File: src/rtl/nand_gate_tester.sv
// Go/no-go tester for a quad 2-input NAND: drives A/B vectors, waits to settle, checks Y.
// Define NAND_TESTER_WALK_EN to append four walking-one vectors that expose swapped/shorted outputs.
module nand_gate_tester #(
  parameter int SETTLE_CYCLES = 4
) (
  input  logic       clk,
  input  logic       rst_n,
  input  logic       start,
  output logic [3:0] A,
  output logic [3:0] B,
  input  logic [3:0] Y,
  output logic       busy,
  output logic       done,
  output logic       pass,
  output logic [5:0] err_count,
  output logic [3:0] fail_mask
);
  localparam int SC = (SETTLE_CYCLES < 1) ? 1 : SETTLE_CYCLES;
  localparam int CW = (SC < 2) ? 1 : $clog2(SC);
`ifdef NAND_TESTER_WALK_EN
  localparam int N  = 8;
  localparam int IW = 3;
`else
  localparam int N  = 4;
  localparam int IW = 2;
`endif

  typedef enum logic [1:0] {S_IDLE, S_SETTLE, S_CHECK, S_DONE} state_t;

  state_t          r_state, w_next;
  logic [IW-1:0]   r_idx;
  logic [CW-1:0]   r_cnt;
  logic [3:0]      r_a, r_b, r_mask;
  logic [5:0]      r_err;

  logic            w_last, w_settled;
  logic [IW-1:0]   w_idx_nxt;
  logic [3:0]      w_mis;
  logic [2:0]      w_pop;
  logic [6:0]      w_sum;
  logic [5:0]      w_err_sat;

  // Base vectors put the same AB pair on every gate; walk vectors single out one gate each.
  function automatic logic [3:0] vec_a(input logic [IW-1:0] idx);
`ifdef NAND_TESTER_WALK_EN
    if (idx[2]) return 4'b0001 << idx[1:0];
`endif
    return {4{idx[1]}};
  endfunction

  function automatic logic [3:0] vec_b(input logic [IW-1:0] idx);
`ifdef NAND_TESTER_WALK_EN
    if (idx[2]) return 4'b1111;
`endif
    return {4{idx[0]}};
  endfunction

  assign w_last    = (r_idx == IW'(N - 1));
  assign w_settled = (r_cnt == CW'(SC - 1));
  assign w_idx_nxt = r_idx + 1'b1;
  assign w_mis     = Y ^ ~(r_a & r_b);

  always_comb begin
    w_pop = 3'd0;
    for (int i = 0; i < 4; i++) w_pop = w_pop + {2'b00, w_mis[i]};
  end

  assign w_sum     = {1'b0, r_err} + {4'b0000, w_pop};
  assign w_err_sat = w_sum[6] ? 6'd63 : w_sum[5:0];

  always_comb begin
    w_next = r_state;
    case (r_state)
      S_IDLE, S_DONE: if (start) w_next = S_SETTLE;
      S_SETTLE:       if (w_settled) w_next = S_CHECK;
      S_CHECK:        w_next = w_last ? S_DONE : S_SETTLE;
      default:        w_next = S_IDLE;
    endcase
  end

  always_ff @(posedge clk) begin
    if (!rst_n) begin
      r_state <= S_IDLE;
      r_idx   <= '0;
      r_cnt   <= '0;
      r_a     <= '0;
      r_b     <= '0;
      r_err   <= '0;
      r_mask  <= '0;
    end else begin
      r_state <= w_next;
      case (r_state)
        S_IDLE, S_DONE: if (start) begin
          r_err  <= '0;
          r_mask <= '0;
          r_idx  <= '0;
          r_cnt  <= '0;
          r_a    <= vec_a('0);
          r_b    <= vec_b('0);
        end
        S_SETTLE: if (!w_settled) r_cnt <= r_cnt + 1'b1;
        S_CHECK: begin
          r_err  <= w_err_sat;
          r_mask <= r_mask | w_mis;
          r_cnt  <= '0;
          if (!w_last) begin
            r_idx <= w_idx_nxt;
            r_a   <= vec_a(w_idx_nxt);
            r_b   <= vec_b(w_idx_nxt);
          end
        end
        default: ;
      endcase
    end
  end

  assign A         = r_a;
  assign B         = r_b;
  assign busy      = (r_state == S_SETTLE) || (r_state == S_CHECK);
  assign done      = (r_state == S_DONE);
  assign pass      = (r_state == S_DONE) && (r_err == 6'd0);
  assign err_count = r_err;
  assign fail_mask = r_mask;
endmodule

File: config.mk
export PLATFORM = sky130hd
export DESIGN_NAME = nand_gate_tester
export DESIGN_NICKNAME = d
export VERILOG_FILES = /design/src/rtl/nand_gate_tester.sv
export SDC_FILE = /design/constraint.sdc
export NUM_CORES = 1
export LEC_CHECK = 0
export BUFFER_PORTS_ARGS = -buffer_cell sky130_fd_sc_hd__buf_2
export CAP_MARGIN = 25
export CORE_MARGIN = 2
export CORE_UTILIZATION = 30
export DETAILED_ROUTE_END_ITERATION = 10
export REMOVE_ABC_BUFFERS = 1
export SLEW_MARGIN = 25
export SYNTH_ARGS = -nofsm -noshare
export SYNTH_HDL_FRONTEND = slang
export SYNTH_SLANG_ARGS = --single-unit
File: constraint.sdc
create_clock -name clk -period 4.8 [get_ports clk]
set_clock_uncertainty 0.1 [all_clocks]
set_input_delay 0 -clock clk [delete_from_list [all_inputs] [get_ports clk]]
set_output_delay 0 -clock clk [all_outputs]
set_load 0.01 [all_outputs]
**Yosys cells after proc, flatten, opt, wreduce, memory -nomap -nowiden**

Index checks and enable logic that the tools add are counted.

- Input port bits: 7
- Output and inout port bits: 21
- Word-level logic and storage cells: 54
- Flip-flop bits (word level): 24

- Bitwise gates (word level): 4
- Muxes and demuxes: 18
- Add/sub/neg operators: 6
- Eq/ne operators: 9
- Reduce and logical (&&, ||, !) cells: 10

Operators with widths:

| cell | number |
|---|---|
| 4-bit one-hot mux with 2 select lines | 3 |
| 2-bit two-way mux | 6 |
| 4-bit two-way mux | 3 |
| 6-bit two-way mux | 2 |
| 2-bit one-hot mux with 3 select lines | 2 |
| 6-bit one-hot mux with 2 select lines | 1 |
| 2-bit equality test, second input constant | 4 |
| 2-bit != test, second input constant | 4 |
| 6-bit by 3-bit adder with 7-bit output | 1 |
| 6-bit zero test | 1 |
| 2-bit AND reduction | 3 |
| 2-bit by 1-bit adder with 2-bit output, second input constant | 2 |
| 4-bit AND | 1 |
| 4-bit inverter | 1 |
| 4-bit bitwise OR | 1 |
| 2-bit one-hot mux with 2 select lines | 1 |
| 4-bit XOR | 1 |
| 2-bit by 1-bit adder with 3-bit output | 1 |
| 3-bit by 1-bit adder with 3-bit output | 1 |
| 3-bit AND reduction | 1 |
| 1-bit by 1-bit adder with 2-bit output | 1 |
| 2-bit by 1-bit equality test with 1-bit output, second input constant | 1 |
| 2-bit zero test | 1 |
| 2-bit nonzero test | 1 |
| 3 further kinds | 3 |

**Depth between registers and ports, before layout**

- Depth after elaboration: 9
- Mapped depth: 12
- Gate-level depth less buffers: 11

**Least setup slack after synthesis**

No wires, ideal clock.

- Path type: flip-flop to flip-flop
- Start point: reg r_idx[1] (netlist name)
- End point: reg r_err[0], in the netlist err_count[0]
- Data arrival time: 2.696 ns
- Library setup time: 0.116 ns
- Period minus slack after synthesis: 2.913 ns
- Path buffers: 1
- Slack: 1.887 ns
- Required time: 4.584 ns
- Cell stages (with the launch flop): 13
- Cell sequence: dfxtp_1 -> ha_1 -> buf_2 -> xnor2_1 -> fa_1 -> inv_1 -> fa_1 -> inv_1 -> fa_1 -> and3_2 -> nand3_1 -> a21oi_1 -> a31o_2

RTL lines:

| what | RTL line | RTL |
|---|---|---|
| to (signal assigned) | 103 | `r_err <= w_err_sat;` |
| to (decl) | 34 | `logic [5:0] r_err;` |

==> impl_metrics.json <==
{
  "design_area_sq_mm": 0.00119,
  "worstMarginPinSlew_ps": 514,
  "vias": 856,
  "ios": 28,
  "cts_tree": "done",
  "synth_cell_types": 40,
  "crit_path_max_incr_delay_ps": 450,
  "synth-xor-area-share_pct": 3.41,
  "fmax_mhz": 329,
  "port_buffers": 27,
  "cp_cell_sequence": "ha_1, xnor2_1, fa_1, inv_1, fa_1, inv_1, fa_1, and3_2, nand3_1, a21oi_1, a31o_2",
  "drtIter0Drc": 48,
  "antenna_found_initial": 0,
  "synth_seq_area_share_pct": 31.2,
  "syn_to_final_growth_pct": 15.6,
  "fin_nets": 154,
  "critPathBufInv": 2,
  "fillCellCount": 354,
  "netlist.area_leader.share_pct": 31.2,
  "synth_top_area_cell": "dfxtp_1",
  "fp.dieW_microns": 62.5,
  "synth_mux_area_share_pct": 1.10,
  "grt_first_pass_wirelength_microns": 3700,
  "critPathMaxFanout": 8,
  "layout-drive-gt1-share_pct": 29.6,
  "globalplace.congestion": 0.878,
  "dieArea_sq_mm": 0.00391,
  "p_total_w": 0.000273,
  "hold_buffers": 1,
  "synth_adder_area_share_pct": 14.4,
  "crit_slowest_cell": "fa_1",
  "synth.avg_cell_area_sq_um": 9.09,
  "hold_depth": 2,
  "ys.warnings.count": 0,
  "grt_overflow": 0,
  "start_util_pct": 31.0,
  "worstHoldStart": "rst_n",
  "grt_max_degree": 16,
  "clkLatencyLatePin_ps": 290,
  "irDropWorstVdd_v": 0.000127,
  "synth_top_family_by_area": "compound AO/OA/AOI/OAI gates",
  "cts_buffer_depth": 2,
  "setup_ws_ps": 1760,
  "setup_tns_ps": 0,
  "cellLeakagePower_nw": 0.531,
  "cts_resized": 0,
  "startpoint_type": "flop",
  "cp_common_cell": "fa_1",
  "core_area_sq_mm": 0.00331,
  "arrival_ps": 3130,
  "worstSetupEndpointType": "flop",
  "synthTopCellsByArea": "dfxtp_1 (31%), ha_1 (8.5%), fa_1 (5.8%)",
  "cts_root_buf": "clkbuf_4",
  "reg2reg_depth": 11,
  "row_count": 21,
  "synth_compound_area_share_pct": 21.0,
  "outcome": "finished clean",
  "slew_viol_final": 0,
  "cts_buffers": 3,
  "rsz0062_at_grt": "no",
  "min_period_ps": 3040,
  "synthSimpleGateAreaFrac_pct": 20.8,
  "dp_slack_ps": 1760,
  "cp.depth": 11,
  "hpwl_microns": 1610,
  "ant_nets": 0,
  "num_antenna_cells": 0,
  "required_ps": 4890,
  "place_area_sq_mm": 0.00115,
  "grt_pass1_vias": 796,
  "fin_crit_sh_pct": 63.3,
  "maxCapViolCount": 0,
  "powerDensity_mw_per_mm2": 230,
  "r2r-start": "r_idx[1]",
  "die_y_microns": 62.5,
  "hp-class": "input port to flop",
  "critPathKind": "flop to flop",
  "postCtsSetupBuffers": 0,
  "path_delay_family": "adder cells",
  "syn_inst": 113,
  "cts_sinks": 16,
  "syn_area_sq_mm": 0.00103,
  "clk_pin_slew_ps": 90,
  "hold_violations": 0,
  "hold_slack_ps": 8.40,
  "synth-seq-cells": 16,
  "setup_viol": 0,
  "dr.pass1.iters": 4,
  "vias_per_cell": 4.73,
  "cts_max_level": 1,
  "drt-total-wl_microns": 2120,
  "grtUsageTotal_pct": 11.8,
  "drc": 0,
  "post_drt_wl_per_cell_microns": 11.7,
  "setup.worst_path.start": "r_idx[1]",
  "slew_headroom_pct": 65.7
}
state kept, by name, summed over array words and instances (netlist names):
register and cells:
err_count 6, r_state 2, fail_mask 4, r_idx 2, r_cnt 2
routing by layer:
| metal | up-vias | track usage [%] | wire, microns | share of wire [%] |
|---|---|---|---|---|
| met1 | 391 | 16.1 | 1060 | 50 |
| met5 | - | 0 | 0 | 0 |
| met2 | 26 | 18.0 | 955 | 45 |
| li1 | 439 | - | - | - |
| met3 | 0 | 3.60 | 108 | 5.1 |
| met4 | 0 | 3.33 | 0 | 0 |
cell usage after synthesis, drive strengths merged:
cell type  number
nor2b           6
o21ba           2
a32oi           1
fa              3
nand2           8
buf             8
xor2            2
nor2            6
and2            3
o2111ai         1
mux2            1
dfxtp          16
o2bb2a          1
or4b            1
a31o            2
inv             5
nor4            1
nand3b          1
a21oi           9
nor3b           2
nand3           4
o2bb2ai         1
o211ai          1
clkbuf          1
ha              7
o211a           1
nand4           1
a31oi           1
a22oi           2
and3            1
o21ai           7
nor3            1
o21a            1
nand2b          3
xnor2           2
layout by cell type, fill, tap and decap left out, types with 2 or more instances in the layout:
cell type,n
a21oi_1,9
a22oi_1,2
a31o_2,2
and2_1,3
buf_2,27
clkbuf_4,3
dfxtp_1,16
fa_1,3
ha_1,7
inv_1,5
nand2_1,8
nand2b_1,2
nand3_1,4
nor2_1,6
nor2b_1,6
nor3b_1,2
o21ai_0,5
o21ba_2,2
xnor2_1,2
xor2_1,2
report_power, final:
group	leakage (nW)	internal [W]	switching, W
Combinational	0.387	0.0000256	0.0000344
Sequential	0.130	0.000138	0.00000389
Clock	0.0138	0.0000292	0.0000425
final timing paths:
| kind | slack, ps | end |
|---|---|---|
| worst max-delay path | 1760 | err_count[0] |
| worst min-delay path | 8 | r_state[0] |
| worst max register to register | 1760 | err_count[0] |
| worst min register to register | 380 | fail_mask[0] |
stage by stage:
step | utilization [%] | instances
final | 35.9 | 181
after global routing | 35.9 | 181
after CTS | 35.9 | 181
after detailed placement | 34.9 | 177
after global placement | 34.9 | 177
after floorplan | - | 104
cells by family after synthesis:
kind of cell / after synthesis
multiplexers: 1
AO/OA/AOI/OAI: 30
adder cells (fa/ha/maj): 10
buffers and inverters: 14
AND/OR/NAND/NOR: 38
flip-flops: 16
XOR/XNOR: 4
cell type report:
| cell class | count | area, sq um | area share [%] |
|---|---|---|---|
| inverter | 5 | 18.8 | 1.58 |
| tap | 46 | 57.6 | 4.85 |
| timing repair buffer | 28 | 145 | 12.2 |
| multi-input combinational | 83 | 623 | 52.5 |
| clock buffer | 3 | 22.5 | 1.90 |
| sequential | 16 | 320 | 27.0 |
No activity file was read; power rests on OpenSTA's default activity.
